[src/rtl/rand_word_sched.sv]
// ============================================================================
// Module      : rand_word_sched
// Description : Round-robin scheduler that assembles a WIDTH-bit random word
//               from a shared serial bit generator for one requester at a time.
// Revision    : 1.0 - initial release
// ============================================================================
`default_nettype none

module rand_word_sched #(
    parameter int NREQ  = 4,
    parameter int WIDTH = 8
) (
    input  logic             clk_i,
    input  logic             rst_i,
    input  logic [NREQ-1:0]  req_i,
    input  logic             ack_i,
    input  logic             lfsr_bit_i,
    output logic             lfsr_en_o,
    output logic [NREQ-1:0]  gnt_o,
    output logic [WIDTH-1:0] rand_o,
    output logic             valid_o,
    output logic             busy_o
);

    localparam int PW = (NREQ > 1) ? $clog2(NREQ) : 1;
    localparam int CW = $clog2(WIDTH + 1);

    typedef enum logic [1:0] {
        IDLE    = 2'd0,
        FILL    = 2'd1,
        DELIVER = 2'd2
    } state_t;

    state_t           state;
    logic [PW-1:0]    ptr;
    logic [PW-1:0]    gidx;
    logic [PW-1:0]    pick_idx;
    logic [PW-1:0]    cand;
    logic             found;
    // The final bit goes straight into rand_o, so only WIDTH-1 bits are staged.
    logic [WIDTH-2:0] shift;
    logic [CW-1:0]    count;
    logic [WIDTH-1:0] word_next;

    assign word_next = {shift, lfsr_bit_i};
    assign lfsr_en_o = (state == FILL);
    assign busy_o    = (state != IDLE);

    // Round-robin search starting one above the last served index.
    always_comb begin
        found    = 1'b0;
        pick_idx = '0;
        cand     = '0;
        for (int i = 1; i <= NREQ; i++) begin
            cand = PW'((int'(ptr) + i) % NREQ);
            if (!found && req_i[cand]) begin
                found    = 1'b1;
                pick_idx = cand;
            end
        end
    end

    always_ff @(posedge clk_i or negedge rst_i) begin
        if (!rst_i) begin
            state   <= IDLE;
            gnt_o   <= '0;
            valid_o <= 1'b0;
            rand_o  <= '0;
            shift   <= '0;
            count   <= '0;
            gidx    <= '0;
            ptr     <= PW'(NREQ - 1);
        end else begin
            case (state)
                IDLE: begin
                    if (found) begin
                        state <= FILL;
                        gnt_o <= NREQ'(1) << pick_idx;
                        gidx  <= pick_idx;
                        count <= '0;
                        shift <= '0;
                    end
                end
                FILL: begin
                    if ((req_i & gnt_o) == '0) begin
                        state <= IDLE;
                        gnt_o <= '0;
                        ptr   <= gidx;
                        shift <= '0;
                        count <= '0;
                    end else begin
                        shift <= word_next[WIDTH-2:0];
                        count <= count + 1'b1;
                        if (count == CW'(WIDTH - 1)) begin
                            state   <= DELIVER;
                            rand_o  <= word_next;
                            valid_o <= 1'b1;
                        end
                    end
                end
                DELIVER: begin
                    // A dropped request does not discard the word; only ack ends it.
                    if (ack_i) begin
                        state   <= IDLE;
                        gnt_o   <= '0;
                        valid_o <= 1'b0;
                        ptr     <= gidx;
                    end
                end
                default: begin
                    state <= IDLE;
                end
            endcase
        end
    end

endmodule

`default_nettype wire

[config.mk]
export PLATFORM = sky130hd
export DESIGN_NAME = rand_word_sched
export DESIGN_NICKNAME = d
export VERILOG_FILES = /design/src/rtl/rand_word_sched.sv
export SDC_FILE = /design/constraint.sdc
export NUM_CORES = 1
export LEC_CHECK = 0
export ABC_AREA = 1
export BUFFER_PORTS_ARGS = -buffer_cell sky130_fd_sc_hd__buf_2
export CAP_MARGIN = 40
export CORE_UTILIZATION = 38
export CTS_CLUSTER_DIAMETER = 60
export DETAILED_ROUTE_END_ITERATION = 10
export GPL_TIMING_DRIVEN = 0
export PLACE_DENSITY = 0.53
export SLEW_MARGIN = 40
export SYNTH_ARGS = -nofsm -noshare
export SYNTH_HDL_FRONTEND = slang
export SYNTH_SLANG_ARGS = --single-unit
[constraint.sdc]
create_clock -name clk_i -period 2 [get_ports clk_i]
set_input_delay 0.1 -clock clk_i [delete_from_list [all_inputs] [get_ports clk_i]]
set_output_delay 0.1 -clock clk_i [all_outputs]
set_load 0.1 [all_outputs]
# [Word level (Yosys, flattened, before mapping)]
# Index checks and enable logic that the tools add are counted.
[op_classes] n_addsub=5 n_lt_le_gt_ge=4 n_eq_ne=9 shifts=1 n_mux=38 bitwise=2 n_reduce_logical=19
[op_table] op="$mux 2" count=10
[op_table] op="$mux 4" count=5
[op_table] op="$mux 7" count=2
[op_table] op="$pmux 7 s2" count=1
[op_table] op="$lt 2x3->1 const B" count=4
[op_table] op="$pmux 4 s3" count=1
[op_table] op="$mux 1" count=11
[op_table] op="$reduce_and 3->1" count=3
[op_table] op="$bmux 1 s2" count=4
[op_table] op="$pmux 4 s2" count=1
[op_table] op="$reduce_and 4->1" count=2
[op_table] op="$ne 2x2->1 const B" count=3
[op_table] op="$pmux 2 s3" count=1
[op_table] op="$reduce_bool 2->1" count=3
[op_table] op="$add 2x1->2 const B" count=2
[op_table] op="$add 2x2->2 const B" count=2
[op_table] op="$add 4x1->4 const B" count=1
[op_table] op="$and 4x4->4" count=1
[op_table] op="$eq 4x3->1 const B" count=1
[op_table] op="$logic_not 4->1" count=1
[op_table] op="$ne 2x1->1 const B" count=2
[op_table] op="$pmux 2 s2" count=1
[op_table] op="$reduce_and 2->1" count=2
[op_table] op="$shl 1x2->4 const A" count=1
[op_table] op="9 further kinds" count=13
[word_totals] ff_bits=30 input_bits=8 out_inout_bits=15

# [Logic depth before layout (Yosys ltp)]
# Gate-level depths: netlist of run 1.
[depth] ltp_word=16 mapped_depth=15

# [Worst setup path before layout of run 1]
# OpenSTA, ideal clock, no wires.
[synth_timing] kind="register to register" start="register state[1]" end="register rand_o[6]" arrival_time_ps=2254 t_required_ps=1875 setup_slack_ps=-379 path_stages_with_launch=9 n_path_buf=1 synth_period_minus_slack_ps=2379 cell_sequence="dfrtp_1 inv_1 ha_1 nand2_2 inv_1 nand3_2 buf_2 nand2_1 o21ai_1"
[synth_via] elab_chain_len=2
[synth_lines] item="start, declared" line_no="34" text="state_t state;"
[synth_lines] item="start signal, assigned" line_no="65" text="state <= IDLE;"
[synth_lines] item="start signal, assigned" line_no="77" text="state <= FILL;"
[synth_lines] item="start signal, assigned" line_no="86" text="state <= IDLE;"
[synth_lines] item="$eq 2x1->1"
[synth_lines] item="via lfsr_en_o" line_no="18" text="output logic lfsr_en_o,"
[synth_lines] item="$reduce_and 3->1 (no source line)"
[synth_lines] item="end signal, assigned" line_no="96" text="rand_o <= word_next;"
[synth_lines] item="end, declared" line_no="20" text="output logic [WIDTH-1:0] rand_o,"
# The timed path passes the listed nets, and every way through them passes these cells.
# A chain may end at the register's enable or synchronous reset.

# [Final worst setup path of run 1]
[layout_timing] start="register ptr[0]" end="register count[3]"
[layout_via] elab_chain_len=15 word_cells_on_any_way=24 cone_classes="4 x add/sub; 1 x eq/ne; 12 x mux; 7 x reduce/logical"
[layout_lines] item="start, declared" line_no="35" text="logic [PW-1:0] ptr;"
[layout_lines] item="start signal, assigned" line_no="72" text="ptr <= PW'(NREQ - 1);"
[layout_lines] item="start signal, assigned" line_no="88" text="ptr <= gidx;"
[layout_lines] item="start signal, assigned" line_no="107" text="ptr <= gidx;"
[layout_lines] item="$add 2x1->2" line_no="55" text="cand = PW'((int'(ptr) + i) % NREQ);"
[layout_lines] item="$bmux 1 s2" line_no="56" text="if (!found && req_i[cand]) begin"
[layout_lines] item="$mux 1 (implied by the code)" line_no="56"
[layout_lines] item="$mux 1" line_no="56"
[layout_lines] item="$logic_not 1->1" line_no="56"
[layout_lines] item="$logic_and 1x1->1" line_no="56"
[layout_lines] item="$mux 1" line_no="56"
[layout_lines] item="$logic_not 1->1" line_no="56"
[layout_lines] item="$logic_and 1x1->1" line_no="56"
[layout_lines] item="$mux 1" line_no="56"
[layout_lines] item="$logic_not 1->1" line_no="56"
[layout_lines] item="$logic_and 1x1->1" line_no="56"
[layout_lines] item="$mux 1 *" line_no="56"
[layout_lines] item="$ne 2x2->1 (no source line) *"
[layout_lines] item="$reduce_and 2->1 (no source line) *"
[layout_lines] item="end signal, assigned" line_no="93" text="count <= count + 1'b1;"
[layout_lines] item="end, declared" line_no="42" text="logic [CW-1:0] count;"
# Mark *: on every way between the ends. The rest lies on a longest branch, timed or not. The select of a mux whose other input is x is not followed.

==> metrics.yaml, run 1 <==
status: "completed"
rsz0062_at_grt: "false"
yosysWarnings: 0
synth_area_um2: 1790
vias: 1462
vdd_drop_max_mv: 1.30
cts_buffers: 5
synth_area_leaders: "dfrtp_1, nand2_1, inv_1, nand3_2, nand3_1"
grt_pass1_wl_um: 6380
tns_ns: 0
cts.clk_slew.worst_paths_ns: 0.07
layout-drive-gt1-share: 0.331
highest-signal-layer: "met4"
cp-start-kind: "register"
cp.arrival_ns: 2.07
tightestPinTransition_ns: 0.672
dieArea_um2: 5000
synth_most_common_cell: "nand2_1"
met3WireLength_um: 130
hpwl_um: 2650
fillCellCount: 449
path_class: "reg -> reg"
fin_util: 0.484
cts_tree: "yes"
antenna_found_initial: 0
clockBufferDepth: 2
power_mw: 3.77
whs_path_depth: 3
fin_crit_sh: 0.940
powerDensity_nw_per_um2: 1750
dr.pass1.iters: 4
place_congestion: 0.803
ios: 23
grt_overflow: 0
slew_headroom: 0.552
numPortBuffers: 22
synth_top_area_frac: 0.391
synth_edf_count: 0
yosysTopAreaCell: "dfrtp_1"
worst-path-max-fanout: 10
async_flop_share: 1.00
die_w_um: 70.7
fin_nets: 260
grt.total_usage: 0.166
period_minus_slack_ns: 1.88
htree_levels: 2
netlist_instances: 216
cts_root_buf: "clkbuf_8"
num_rows: 24
routedWlPerCell_um: 12.0
numClockSinks: 30
synth_nets: 229
wl_met1_um: 1850
die_h_um: 70.7
syn_avg_cell_area_um2: 8.31
setup_viol: 0
drcViolationCount: 0
synth_top_flop_cell: "dfrtp_1"
synth_common_cells: "nand2_1, inv_1, dfrtp_1"
ys_seq_area_frac: 0.420
clkLatencyLatePin_ns: 0.28
slew_violations: 0
fmax_mhz: 532
hold_class: "in -> reg"
routed_wl_um: 3600
grt_max_degree: 31
post_drt_via_cell_ratio: 4.87
wl_met2_um: 1570
initial_utilization: 0.404
detail-route-antenna-nets: 0
end_kind: "register"
antenna_cells: 0
drt_iter0_drc: 95
final-hold-violation-count: 0
coreArea_um2: 4440
skew_ns: 0.00558
grt_pass1_vias: 1391
drv_cap: 0
areaGrowthSynthToFinish_pct: 19.9
cp_data_required_time_ns: 2.19
power.leakage_nw: 1.09
ys_seq_elements: 30
worstRegToRegCells: 13
synth_cell_types: 28
## worst max-delay path, cell delays in order (launching register included)
cell	delay, ns
dfstp_2	0.53
buf_6	0.14
inv_6	0.04
buf_12	0.13
nand2_2	0.05
nand2_2	0.06
nand2_4	0.09
nand2_4	0.07
nor2_8	0.17
nand3_2	0.10
nand2_4	0.12
buf_12	0.15
nand3_2	0.05
o31ai_1	0.07
## report_power, final
part           leakage [nW]  switching [mW]  internal (mW)
Sequential            0.395          0.0829          0.745
Clock                0.0714           0.241          0.531
Combinational         0.619            1.54          0.634
Total                  1.09            1.86           1.91
## flip-flops by register name, indices dropped and copies added, names as in the netlist
name,cells
gidx,2
gnt_o,4
rand_o,8
state,2
count,4
shift,7
valid_o,1
ptr,2
## cells in the final DEF (no fill, tap or decap), types with 2 or more instances in the layout
cell type and count:
nand3_2 10, inv_1 29, a21oi_1 3, dfrtp_1 24
nand4_1 3, o21ai_0 7, nor2_2 2, dfrtp_2 4
buf_12 2, nand2_4 4, o21ai_1 11, ha_1 4
buf_2 24, bufinv_16 2, nor2_1 8, nand2_2 10
dfstp_2 2, nand2_1 55, inv_2 2, nand3_1 17
clkbuf_8 6, o21ai_2 7
## layout make-up
type / instances / area (µm²) / area share
Buffer: 5 / 61.3 / 0.0285
Clock buffer: 6 / 82.6 / 0.0384
Clock inverter: 2 / 60.1 / 0.0279
Inverter: 32 / 125 / 0.0582
Multi-Input combinational cell: 149 / 871 / 0.405
Sequential cell: 30 / 758 / 0.353
Tap cell: 52 / 65.1 / 0.0303
Timing Repair Buffer: 24 / 128 / 0.0593
## worst paths after layout
kind / startpoint / end / slack (ns)
max: ptr[0]$_DFFE_PN1P_ / count[3]$_DFFE_PN0P_ / 0.12
min: lfsr_bit_i / rand_o[0]$_DFFE_PN0P_ / 0.07
max reg2reg: ptr[0]$_DFFE_PN1P_ / count[3]$_DFFE_PN0P_ / 0.12
min reg2reg: rand_o[6]$_DFFE_PN0P_ / rand_o[6]$_DFFE_PN0P_ / 0.48
max in group asynchronous: rst_i / gnt_o[1]$_DFFE_PN0P_ / 1.14
min in group asynchronous: rst_i / state[0]$_DFFE_PN0P_ / 0.39
## repair_timing
item / CTS / global route
endpoints found under the hold margin: 28 / 0
buffers inserted: 0 / 1
endpoints found under the setup margin: 0 / 4
hold buffers: 1 / 0
gates resized for setup: 0 / 4
## cell families after synthesis
logic type,count (synthesis),share of synthesized area
AO/OA/AOI/OAI,30,0.101
adder cells (fa/ha/maj),5,0.0349
flip-flops,30,0.420
XOR/XNOR,1,0.00488
AND/OR/NAND/NOR,113,0.335
buffers and inverters,37,0.104
## through the flow
stage                     area, µm²  cells  hold slack [ns]  setup slack [ns]
after global placement         1980    290            0.191             0.135
after global routing           2150    300            0.118           0.00152
after CTS                      2130    299           0.0722             0.119
after floorplan                1800    216           -0.196            0.0184
after detailed placement       1980    290            0.188             0.132
final                          2150    300           0.0718             0.121
## routing by layer
metal | global-route usage | vias up
met5 | 0 | -
met4 | 0.0667 | 0
met3 | 0.0385 | 4
met2 | 0.247 | 32
met1 | 0.234 | 673
li1 | - | 753
Note: power is estimated with default switching activity, not from simulation.
==> run 2: changes to the inputs <==
--- a/config.mk
+++ b/config.mk
@@ -12,7 +12,8 @@
 export CTS_CLUSTER_DIAMETER = 60
 export DETAILED_ROUTE_END_ITERATION = 10
 export GPL_TIMING_DRIVEN = 0
-export PLACE_DENSITY = 0.53
+export HOLD_SLACK_MARGIN = 0.06
+export PLACE_DENSITY = 0.55
 export SLEW_MARGIN = 40
 export SYNTH_ARGS = -nofsm -noshare
 export SYNTH_HDL_FRONTEND = slang
==> constraint.sdc (replaced) <==
create_clock -name clk_i -period 1.7 [get_ports clk_i]
set_input_delay 0.085 -clock clk_i [delete_from_list [all_inputs] [get_ports clk_i]]
set_output_delay 0.085 -clock clk_i [all_outputs]
set_load 0.1 [all_outputs]
==> run 2 against run 1 <==
The flow now finishes with violations (DRC, setup timing); critical path depth stayed put; sequential cell count stayed put; clock skew decreased by 0.0018 ns; power increased by 35%; register-to-register slack got worse by 0.21 ns; sequential share of layout area is 3.8 points lower; non-clock buffer count grew 10; largest power group unchanged.
==> metrics.yaml, run 2 (synthesis results as in run 1) <==
internal-power_mw: 2.45  # +28%
hold_class: "in -> reg"
placed_cell_area_um2: 2030  # +2.7%
end_kind: "register"
regArea_um2: 768  # +1.3%
wl_met1_um: 1860  # +0.76%
violations: "DRC, setup timing"
largest-register: "rand_o"
htree_levels: 2  # unchanged
post_drt_via_cell_ratio: 4.81  # -1.3%
final_common_cell: "nand2_1"
path_class: "reg -> reg"
cts.clk_slew.worst_paths_ns: 0.07  # about the same
drcViolationCount: 4  # +4
fin_util: 0.550  # +0.0656
swShare: 0.518  # +0.0242
grt_overflow: 0  # unchanged
hold_path_end: "shift[0]$_DFFE_PN0P_"
grt_max_degree: 31  # unchanged
fin_crit_sh: 1.05  # +0.115
numClockSinks: 30  # unchanged
final_area_um2: 2440  # +14%
hold_ws_ns: 0.0626  # -0.00925 ns
dieArea_um2: 5000  # unchanged
cp_data_required_time_ns: 1.89  # -0.30 ns
antenna_found_initial: 0  # unchanged
rsz0062_at_grt: "true"
areaGrowthSynthToFinish_pct: 36.1
tns_ns: -1.23  # -1.23 ns
setup_viol: 17  # +17
slew_headroom: 0.551  # -0.000918
drt_iter0_drc: 92  # -3.2%
ios: 23  # unchanged
dr.pass1.iters: 7  # +3
detail-route-antenna-nets: 0  # unchanged
grt.total_usage: 0.178  # +0.0122
power.leakage_nw: 1.18  # +8.3%
skew_ns: 0.00377  # -0.00181 ns
status: "finished, violations left"
worstRegToRegCells: 13  # unchanged
fin_nets: 270  # +3.8%
switchingPower_mw: 2.63  # +41%
die_h_um: 70.7  # unchanged
fillCellCount: 423  # -5.8%
r2r_slack_ns: -0.09  # -0.21 ns
cp-start-kind: "register"
cts_tree: "yes"
antenna_cells: 0  # unchanged
place_ws_ns: -0.175  # -0.307 ns
vdd_drop_max_mv: 1.94  # +49%
worst-path-max-fanout: 7  # -3
wl_met2_um: 1880  # +20%
cp.arrival_ns: 1.99  # -0.08 ns
layout-drive-gt1-share: 0.496  # +0.165
met3WireLength_um: 120  # -7.7%
final-hold-violation-count: 0  # unchanged
routed_wl_um: 3930  # +9.1%
die_w_um: 70.7  # unchanged
drv_cap: 0  # unchanged
cts_root_buf: "clkbuf_8"
largest_reg_flops: 8  # unchanged
seq_power_share: 0.198  # -0.021
routedWlPerCell_um: 12.7  # +5.6%
slew_violations: 0  # unchanged
p_clk_frac: 0.119  # -0.086
numPortBuffers: 22  # unchanged
pwr-share-comb: 0.683  # +0.107
period_minus_slack_ns: 1.79  # -0.0867 ns
initial_utilization: 0.404  # unchanged
mostFrequentLayoutCells: "nand2_1, inv_1, dfrtp_1"
reg2reg_to: "count[3]$_DFFE_PN0P_"
grt_pass1_vias: 1477  # +6.2%
fmax_mhz: 558  # +4.8%
num_rows: 24  # unchanged
clockBufferDepth: 2  # unchanged
powerDensity_nw_per_um2: 2080  # +18%
hpwl_um: 2730  # +3.1%
highest-signal-layer: "met4"
reg_top3: "rand_o: 8 flops, shift: 7 flops"
cts_buffers: 5  # unchanged
vias: 1491  # +2.0%
place_congestion: 0.788  # -1.8%
grt_pass1_wl_um: 6870  # +7.6%
clkLatencyLatePin_ns: 0.28  # about the same
fin_ws_ns: -0.0924  # -0.213 ns
whs_path_depth: 3  # unchanged
coreArea_um2: 4440  # unchanged
tightestPinTransition_ns: 0.674  # +0.00138 ns
rr_startpoint: "ptr[0]$_DFFE_PN1P_"
multiInputGateArea_um2: 1090  # +25%
worstHoldStart: "lfsr_bit_i"
## run 2: changes by cell type in the layout (fill, tap and decap cells not counted), moves of 5 or more
cell	previous run	this run
buf_4	1	9
inv_1	29	24
nand2_1	55	41
nand2_4	4	14
nand3_1	17	8
nand3_2	10	16
o21ai_0	7	2
## run 2: stage by stage
stage / power [mW] / instances
after detailed placement: 3.61 / 290
final: 5.07 / 310
after floorplan: 3.16 / 216
after global routing: 5.43 / 310
after CTS: 4.72 / 307
after global placement: 3.59 / 290
## run 2: final cells by class
type / instances / share of cell area
clock buffer: 6 / 0.0338
buffer: 4 / 0.0256
inverter: 32 / 0.0528
timing repair buffer: 35 / 0.0963
tap: 52 / 0.0266
sequential: 30 / 0.315
clock inverter: 2 / 0.00512
multi-input combinational: 149 / 0.445
## run 2: worst max path at each step
stage	from	to	slack (ns)	cells past startpoint
floorplan	state[0]$_DFFE_PN0P_	count[2]$_DFFE_PN0P_	-0.008	7
global placement	ptr[0]$_DFFE_PN1P_	gnt_o[2]$_DFFE_PN0P_	-0.15	12
detailed placement	ptr[0]$_DFFE_PN1P_	gnt_o[2]$_DFFE_PN0P_	-0.17	12
CTS	ptr[0]$_DFFE_PN1P_	count[3]$_DFFE_PN0P_	-0.11	13
global route	ptr[0]$_DFFE_PN1P_	shift[0]$_DFFE_PN0P_	-0.22	13
finish	ptr[0]$_DFFE_PN1P_	count[3]$_DFFE_PN0P_	-0.09	13
## run 2: what timing repair did
| action | 4_1_cts | 5_1_grt |
|---|---|---|
| setup buffers | 8 | 3 |
| hold buffers | 1 | 0 |
| endpoints found under the setup margin | 19 | 29 |
| endpoints found under the hold margin | 28 | 0 |
| resized for setup | 24 | 30 |
| cloned | 0 | 1 |
| pin swaps | 8 | 16 |
## run 2: power by group through the flow
stage | registers [mW] | logic (mW) | clock network [mW]
after CTS | 0.992 | 3.10 | 0.624
after detailed placement | 1.00 | 2.60 | 0
after global routing | 1.02 | 3.76 | 0.652
after floorplan | 1.24 | 1.92 | 0
final | 1.01 | 3.47 | 0.602
after global placement | 1.00 | 2.58 | 0
## run 2: per-layer routing
layer | global-route usage | up-vias
li1 | - | 773
met1 | 0.240 | 694
met2 | 0.275 | 19
met3 | 0.0442 | 5
met4 | 0.0733 | 0
met5 | 0 | -
## run 2: critical path, cell delays in order, from the launching register on
cell and delay [ns]:
dfstp_2 0.53, buf_6 0.12, inv_6 0.04, buf_12 0.13
nand2_4 0.06, nand2_4 0.05, nand2_4 0.08, nand2_4 0.07
nor2_8 0.15, nand3_2 0.11, nand2_4 0.13, buf_12 0.13
nand3_2 0.06, o31ai_2 0.06
